**config.mk**
```make
export PLATFORM = sky130hd
export DESIGN_NAME = caravel_clock_cfg_seq
export DESIGN_NICKNAME = d
export VERILOG_FILES = /design/src/rtl/caravel_clock_cfg_seq.sv
export SDC_FILE = /design/constraint.sdc
export NUM_CORES = 1
export LEC_CHECK = 0
export CAP_MARGIN = 20
export CORE_ASPECT_RATIO = 2
export CORE_MARGIN = 3
export CORE_UTILIZATION = 54
export DETAILED_ROUTE_END_ITERATION = 12
export PLACE_DENSITY = 0.75
export SLEW_MARGIN = 20
export SYNTH_ARGS = -nofsm -noshare
export SYNTH_HDL_FRONTEND = slang
export SYNTH_SLANG_ARGS = --single-unit
```
**constraint.sdc**
```tcl
create_clock -name core_clk -period 2.31 [get_ports core_clk]
set_input_delay 0.462 -clock core_clk [delete_from_list [all_inputs] [get_ports core_clk]]
set_output_delay 0.462 -clock core_clk [all_outputs]
set_load 0.01 [all_outputs]
```
**src/rtl/caravel_clock_cfg_seq.sv**
```systemverilog
// Clock configuration sequencer: parks the core on ext_clk, applies new divider codes,
// waits for PLL lock and hands the core back. Optional status port under CLK_SEQ_STATUS_EN.
module caravel_clock_cfg_seq #(
   parameter int         SETTLE_CYCLES = 8,
   parameter int         LOCK_TIMEOUT  = 1024,
   parameter logic [2:0] RESET_SEL     = 3'd1
) (
   input  logic       core_clk,
   input  logic       reset,
   input  logic       req_valid,
   output logic       req_ready,
   input  logic       req_pll_en,
   input  logic [2:0] req_sel,
   input  logic [2:0] req_sel2,
   input  logic       pll_lock,
   output logic       ext_clk_sel,
   output logic [2:0] sel,
   output logic [2:0] sel2,
   output logic       busy,
   output logic       done,
`ifdef CLK_SEQ_STATUS_EN
   output logic       err,
   output logic [7:0] status
`else
   output logic       err
`endif
);

   localparam int CNT_MAX = (SETTLE_CYCLES > LOCK_TIMEOUT) ? SETTLE_CYCLES : LOCK_TIMEOUT;
   localparam int CW      = $clog2(CNT_MAX) + 1;

   localparam logic [CW-1:0] SETTLE_FULL = CW'(SETTLE_CYCLES);
   localparam logic [CW-1:0] SETTLE_END  = CW'(SETTLE_CYCLES - 1);
   localparam logic [CW-1:0] LOCK_END    = CW'(LOCK_TIMEOUT - 1);
   localparam logic [CW-1:0] PLL_END     = CW'(2);
   localparam logic [CW-1:0] CNT_SAT     = '1;

   typedef enum logic [2:0] {
      IDLE,
      TO_EXT,
      APPLY,
      SETTLE,
      LOCK_WAIT,
      TO_PLL,
      DONE
   } state_e;

   state_e        state_q, state_d;
   logic [CW-1:0] cnt_q, cnt_d;
   logic          ext_q, ext_d;
   logic [2:0]    sel_q, sel_d;
   logic [2:0]    sel2_q, sel2_d;
   logic [2:0]    capSel_q, capSel_d;
   logic [2:0]    capSel2_q, capSel2_d;
   logic          capPll_q, capPll_d;
   logic          wasExt_q, wasExt_d;
   logic          noop_q, noop_d;
   logic          abort_q, abort_d;
   logic          done_q, done_d;
   logic          err_q, err_d;
   logic          accept;
   logic          isNoop;

   assign accept = req_valid && (state_q == IDLE);
   assign isNoop = (req_sel == sel_q) && (req_sel2 == sel2_q) && (req_pll_en == ~ext_q);

   // Sequencing: the divider codes can only move in APPLY, which is reached only via TO_EXT.
   always_comb begin
      state_d   = state_q;
      ext_d     = ext_q;
      sel_d     = sel_q;
      sel2_d    = sel2_q;
      capSel_d  = capSel_q;
      capSel2_d = capSel2_q;
      capPll_d  = capPll_q;
      wasExt_d  = wasExt_q;
      noop_d    = noop_q;
      abort_d   = abort_q;
      case (state_q)
         IDLE: begin
            if (accept) begin
               capSel_d  = req_sel;
               capSel2_d = req_sel2;
               capPll_d  = req_pll_en;
               wasExt_d  = ext_q;
               noop_d    = isNoop;
               abort_d   = 1'b0;
               state_d   = isNoop ? DONE : TO_EXT;
            end
         end
         TO_EXT: begin
            ext_d = 1'b1;
            if (wasExt_q || (cnt_q == SETTLE_FULL)) begin
               state_d = APPLY;
            end
         end
         APPLY: begin
            sel_d   = capSel_q;
            sel2_d  = capSel2_q;
            state_d = SETTLE;
         end
         SETTLE: begin
            if (cnt_q == SETTLE_END) begin
               state_d = capPll_q ? LOCK_WAIT : DONE;
            end
         end
         LOCK_WAIT: begin
            if (pll_lock) begin
               state_d = TO_PLL;
            end else if (cnt_q == LOCK_END) begin
               abort_d = 1'b1;
               state_d = DONE;
            end
         end
         // Two cycles after the switch cover the downstream two-flop mux synchroniser.
         TO_PLL: begin
            ext_d = 1'b0;
            if (cnt_q == PLL_END) begin
               state_d = DONE;
            end
         end
         DONE: begin
            state_d = IDLE;
         end
         default: begin
            state_d = IDLE;
         end
      endcase
   end

   // Counter restarts on every state change and saturates rather than wrapping.
   always_comb begin
      cnt_d = cnt_q;
      if (state_d != state_q) begin
         cnt_d = '0;
      end else if (cnt_q != CNT_SAT) begin
         cnt_d = cnt_q + 1'b1;
      end
   end

   assign done_d = (state_q == DONE);
   assign err_d  = (state_q == DONE) && abort_q;

   always_ff @(posedge core_clk) begin
      if (reset) begin
         state_q   <= IDLE;
         cnt_q     <= '0;
         ext_q     <= 1'b1;
         sel_q     <= RESET_SEL;
         sel2_q    <= RESET_SEL;
         capSel_q  <= RESET_SEL;
         capSel2_q <= RESET_SEL;
         capPll_q  <= 1'b0;
         wasExt_q  <= 1'b1;
         noop_q    <= 1'b0;
         abort_q   <= 1'b0;
         done_q    <= 1'b0;
         err_q     <= 1'b0;
      end else begin
         state_q   <= state_d;
         cnt_q     <= cnt_d;
         ext_q     <= ext_d;
         sel_q     <= sel_d;
         sel2_q    <= sel2_d;
         capSel_q  <= capSel_d;
         capSel2_q <= capSel2_d;
         capPll_q  <= capPll_d;
         wasExt_q  <= wasExt_d;
         noop_q    <= noop_d;
         abort_q   <= abort_d;
         done_q    <= done_d;
         err_q     <= err_d;
      end
   end

`ifdef CLK_SEQ_STATUS_EN
   logic       timeout_q;
   logic [6:0] seqCount_q;

   // Aborted sequences still count as completed; no-op requests do not.
   always_ff @(posedge core_clk) begin
      if (reset) begin
         timeout_q  <= 1'b0;
         seqCount_q <= '0;
      end else begin
         if (err_d) begin
            timeout_q <= 1'b1;
         end
         if ((state_q == DONE) && !noop_q && (seqCount_q != 7'd127)) begin
            seqCount_q <= seqCount_q + 7'd1;
         end
      end
   end

   assign status = {timeout_q, seqCount_q};
`endif

   assign req_ready   = (state_q == IDLE);
   assign busy        = (state_q != IDLE);
   assign ext_clk_sel = ext_q;
   assign sel         = sel_q;
   assign sel2        = sel2_q;
   assign done        = done_q;
   assign err         = err_q;

endmodule

```
==> results of run 1 <==
-- stage by stage --
step | instances | setup slack [ns] | cell area (um2) | util
6_report | 247 | 0.1809 | 2058 | 0.6831
5_1_grt | 247 | 0.05366 | 2058 | 0.6831
4_1_cts | 247 | 0.1660 | 2058 | 0.6831
3_5_place_dp | 239 | -0.1180 | 1947 | 0.6462
3_3_place_gp | 239 | -0.08691 | 1947 | 0.6462
2_1_floorplan | 191 | 0.4350 | 1714 | -
-- worst max-delay path, delay by kind of cell (launching register included) --
family | cells | cell delay (ns)
buf+inv | 1 | 0.59
flops | 1 | 0.44
simple gates | 1 | 0.34
-- power by group --
group / leakage, nW / switching, W / internal (W)
sequential: 0.260 / 0.0000370 / 0.000582
clock: 0.0541 / 0.000220 / 0.000319
combinational: 0.461 / 0.000136 / 0.000119
total: 0.775 / 0.000393 / 0.00102
-- final cells by class --
| class | count | share of cell area |
|---|---|---|
| Clock inverter | 3 | 0.02067 |
| Multi-Input combinational cell | 144 | 0.4796 |
| Sequential cell | 32 | 0.3112 |
| Tap cell | 30 | 0.01824 |
| Inverter | 5 | 0.009119 |
| Clock buffer | 5 | 0.03343 |
| Timing Repair Buffer | 28 | 0.1277 |
-- sequential cells by signal, indices dropped and copies added (netlist names) --
| signal | cells |
|---|---|
| sel2 | 3 |
| cnt_q | 11 |
| ext_clk_sel | 1 |
| abort_q | 1 |
| capSel2_q | 3 |
| capSel_q | 3 |
| wasExt_q | 1 |
| sel | 3 |
| done | 1 |
| capPll_q | 1 |
| err | 1 |
| state_q | 3 |
-- Yosys cell counts, drive strengths merged --
library cell | n | share of area
nand2b | 5 | 0.018
nor2b | 2 | 0.0073
o21a | 1 | 0.0044
and2b | 1 | 0.0051
a31oi | 3 | 0.011
inv | 5 | 0.011
and3 | 4 | 0.015
nor2 | 7 | 0.015
a2111oi | 1 | 0.0088
nand3 | 4 | 0.012
mux2i | 2 | 0.012
clkbuf | 2 | 0.0044
nor4bb | 1 | 0.0058
nor3 | 8 | 0.026
and4b | 1 | 0.0058
a211o | 3 | 0.015
a211oi | 5 | 0.022
o21ai | 5 | 0.015
o32ai | 1 | 0.0095
o2111ai | 2 | 0.010
ha | 3 | 0.022
and4 | 2 | 0.010
a21oi | 13 | 0.038
and2 | 3 | 0.011
nand2 | 31 | 0.069
nand4 | 3 | 0.015
xor2 | 7 | 0.036
o31a | 1 | 0.0058
a41o | 1 | 0.0058
and3b | 4 | 0.020
nor3b | 3 | 0.013
dfxtp | 32 | 0.37
or4b | 1 | 0.0058
o31ai | 1 | 0.0044
xnor2 | 6 | 0.031
nor4 | 5 | 0.053
buf | 8 | 0.035
a221oi | 1 | 0.0051
nand3b | 3 | 0.013
-- final timing paths --
kind	startpoint	slack (ns)	endpoint
worst max-delay path	state_q[1]	0.18	req_ready
worst min-delay path	abort_q	0.45	abort_q
worst max register to register	state_q[0]	0.27	cnt_q[8]
worst min register to register	abort_q	0.45	abort_q
-- per-layer routing --
layer  vias to the layer above  routed length, um  GRT usage
li1                        734                  -          -
met1                       719               1354     0.1945
met2                        32               2346     0.4271
met3                        13                118    0.04622
met4                         0                110     0.1166
met5                         -                  0          0
-- cell families after synthesis --
group | share of synthesized area
AO/OA/AOI/OAI | 0.1548
multiplexers | 0.01168
AND/OR/NAND/NOR | 0.3212
buffers and inverters | 0.05036
adder cells (fa/ha/maj) | 0.02190
XOR/XNOR | 0.06642
flip-flops | 0.3737
==> flow_summary.toml, run 1 <==
[global_routing]
antenna_found_initial = 0
grt_max_degree = 19
grt_pass1_vias = 1547
gr-total-overflow = 0
grt_pass1_wl_um = 6644
track_usage = 0.2234

[flow_run]
cap_viol_max_count = 0

[synthesis]
ys_types = 46
netlist_area_um2 = 1714
synth_cells = 191
ys_ff_latch = 32
avgSynthCellArea_um2 = 8.975
ys_warn_count = 0
synth_nets = 205
ys_seq_area_frac = 0.3737

[floorplan]
core_um2 = 3013
pin_count = 22
dieArea_um2 = 3928
die_w_um = 45.84
die_height_um = 85.68
rows = 28
initial_core_util = 0.5689

[setup_path]
end_kind = "output pin"
crit_chain = "nor3_2, clkdlybuf4s50_1"
required_ns = 1.85
slowest_delay_ns = 0.59
path_class = "reg -> out"
crit_arrival_ns = 1.67
startpoint_type = "register"
crit_fanout = 13
worstRegToRegCells = 5
crit_path_top_delay_cell = "clkdlybuf4s50_1"

[detailed_routing]
initialDrtViolationCount = 38
firstDrtPassIters = 4
drtAntennaViolNets = 0
post-route-drc-count = 0
vias_per_cell = 6.065
routed_wl_um = 3931
num_vias = 1498
routedWlPerCell_um = 15.91

[sta]
post-route-min-period_ns = 2.129
fin_crit_sh = 0.9217
relSlewSlack = 0.6753
finalSetupTns_ns = 0
setup_violations = 0
finClkSkew_ns = 0.004105
holdWs_ns = 0.4539
fmax_mhz = 469.7
rsz0062_at_grt = "no"
hold_viol_final = 0
slew_violations = 0
max_slew.worst_pin.slew_ns = 0.4834

[power_and_ir_drop]
p_leak_nw = 0.7750
ir_drop_mv = 0.5328
p_total_w = 0.001412
power.density_nw_per_um2 = 686.0

[cells_and_area]
final_common_cell = "dfxtp_1"
multi_input_area_um2 = 987.2
fillCellCount = 270
final_cell_mix = "dfxtp_1, nand2_1, clkdlybuf4s50_1"
drive_above_1_share = 0.1198
layout.nets = 230
antenna_cells = 0
regArea_um2 = 640.6
area_growth_pct = 20.07

[clock_tree]
root_buffer = "clkbuf_8"
tritoncts = "done"
clk_transition_reported_paths_ns = 0.07
ctsLongestPathBuffers = 2
cts_hold_buf = 0
cts_buffers = 5
htree_levels = 2
post_cts_buffers = 0
clock_latency_ns = 0.29
cts.repair.resized = 0
clock_sinks = 32

[worst_hold_path]
holdPathStages = 2
min-delay-path-class = "reg -> reg"

[place]
io_buffers = 21
dp_hpwl_um = 3053
finalWeightedCongestion = 0.8262

[status]
status = "complete, no violations"
Power figures use the tool's default switching activity.
==> run 2, diff against run 1 <==
--- a/config.mk
+++ b/config.mk
@@ -8,9 +8,10 @@
 export CAP_MARGIN = 20
 export CORE_ASPECT_RATIO = 2
 export CORE_MARGIN = 3
-export CORE_UTILIZATION = 54
+export CORE_UTILIZATION = 34
 export DETAILED_ROUTE_END_ITERATION = 12
-export PLACE_DENSITY = 0.75
+export DONT_BUFFER_PORTS = 1
+export PLACE_DENSITY = 0.45
 export SLEW_MARGIN = 20
 export SYNTH_ARGS = -nofsm -noshare
 export SYNTH_HDL_FRONTEND = slang
==> run 2 against run 1 <==
Clock skew rose by 0.0018 ns. Via count shrank 8.5%. Clock power is 10% higher. Worst hold slack got worse by 0.21 ns. Fmax fell by 0.16%. Die area increased by 52%. Critical path depth grew 3. Combinational power fell by 23%. First-iteration DRC count is 47% lower. Count of clock-buffer cells in the layout increased by 2. Setup slack worse by 0.0033 ns. Largest cell class unchanged.
==> flow_summary.toml, run 2 (synthesis gave the netlist of run 1 again) <==
[clock_tree]
cts_buffers = 5
root_buffer = "clkbuf_8"
post_cts_buffers = 0
cts_hold_buf = 0
htree_levels = 2
tritoncts = "done"
clock_sinks = 32
clock_latency_ns = 0.28
ctsLongestPathBuffers = 2
cts.repair.resized = 0
clk_transition_reported_paths_ns = 0.07

[sta]
max_slew.worst_pin.slew_ns = 0.5265
fmax_mhz = 468.9
fin_crit_sh = 0.9231
post-route-min-period_ns = 2.132
rsz0062_at_grt = "no"
hold_viol_final = 0
finalWorstSetupSlack_ns = 0.1776
setup_violations = 0
finClkSkew_ns = 0.005911
relSlewSlack = 0.6485
finalSetupTns_ns = 0
slew_violations = 0

[detailed_routing]
wl_met1_um = 1528
firstDrtPassIters = 4
routed_wl_um = 4187
routed.top_layer = "met4"
routedWlPerCell_um = 16.75
post-route-drc-count = 0
wl_met3_um = 134
initialDrtViolationCount = 20
vias_per_cell = 5.480
route.met2.wl_um = 2420
drtAntennaViolNets = 0
num_vias = 1370

[cells_and_area]
largest_register = "cnt_q"
largest_register_ffs = 11
layout.nets = 206
antenna_cells = 0
area_growth_pct = 9.343
final_common_cell = "dfxtp_1"
utilization = 0.3853
final_cell_mix = "dfxtp_1, nand2_1, a21oi_1"
final_cells = 250
drive_above_1_share = 0.1192

[floorplan]
dieArea_um2 = 5981
core_um2 = 4865
rows = 36
die_w_um = 56.21
initial_core_util = 0.3524
pin_count = 22
die_height_um = 106.4

[setup_path]
end_kind = "register"
required_ns = 2.49
crit_arrival_ns = 2.31
crit_fanout = 15
startpoint_type = "register"
path_class = "reg -> reg"

[power_and_ir_drop]
ir_drop_mv = 0.4031
power_frac_clock = 0.421
power_switching_share = 0.2657
p_sw_w = 0.0003755
power.density_nw_per_um2 = 753.9
pwr-share-comb = 0.138
p_leak_nw = 0.6907
intPower_w = 0.001038
seq_power_share = 0.441

[place]
finalWeightedCongestion = 0.8251
dp_cells = 242
dp_hpwl_um = 3261
pre_cts_slack_ns = 0.1533
io_buffers = 0

[global_routing]
grt_pass1_wl_um = 6872
grt_max_degree = 20
antenna_found_initial = 0
track_usage = 0.1481
gr-total-overflow = 0
grt_pass1_vias = 1390

[status]
status = "complete, no violations"

[flow_run]
cap_viol_max_count = 0

[worst_hold_path]
min-delay-path-class = "in -> reg"
## run 2: cell count changes in the layout (fill, tap and decap cells not counted)
cell,delta
clkdlybuf4s50_1,-21
buf_4,-3
clkbuf_8,+2
clkinv_2,-1
clkinvlp_4,-1
## run 2: final cells by class
cell class                      instances  area (um2)
Timing Repair Buffer                    4       30.03
Inverter                                5       18.77
Tap cell                               57       71.32
Clock inverter                          1       30.03
Sequential cell                        32       640.6
Clock buffer                            7       96.34
Multi-Input combinational cell        144       987.2
Fill cell                             514        2990
## run 2: metrics by stage
step                hold WS, ns  total power [W]  area, um2
CTS                      0.2335         0.001432       1874
global placement         0.4305        0.0008315       1748
finish                   0.2415         0.001413       1874
global route             0.2309         0.001472       1874
detailed placement       0.4397        0.0008351       1748
floorplan                0.4273        0.0007969       1714
## run 2: layer usage
metal,up-vias,track usage
met3,11,0.03402
met2,26,0.2948
met4,0,0.06791
li1,686,-
met1,647,0.1342
met5,-,0
## run 2: final timing paths
check	cells past startpoint	start	slack, ns	endpoint
worst min register to register	2	capSel_q[2]	0.45	capSel_q[2]
worst min-delay path	1	reset	0.24	capSel_q[2]
worst max register to register	5	state_q[0]	0.18	cnt_q[4]
worst max-delay path	5	state_q[0]	0.18	cnt_q[4]
## run 2: power by group through the flow
stage          Sequential (W)  Combinational [W]  Clock (W)
3_3_place_gp         0.000635           0.000197          0
6_report             0.000624           0.000195   0.000594
4_1_cts              0.000623           0.000200   0.000609
5_1_grt              0.000629           0.000217   0.000626
3_5_place_dp         0.000636           0.000199          0
2_1_floorplan        0.000616           0.000181          0
## run 2: worst max-delay path, cell delays in order (launching register included)
cell and delay, ns:
dfxtp_1 0.65, nor3_2 0.16, and2_1 0.22, a41o_1 0.19, a211o_1 0.46, a2111oi_2 0.34
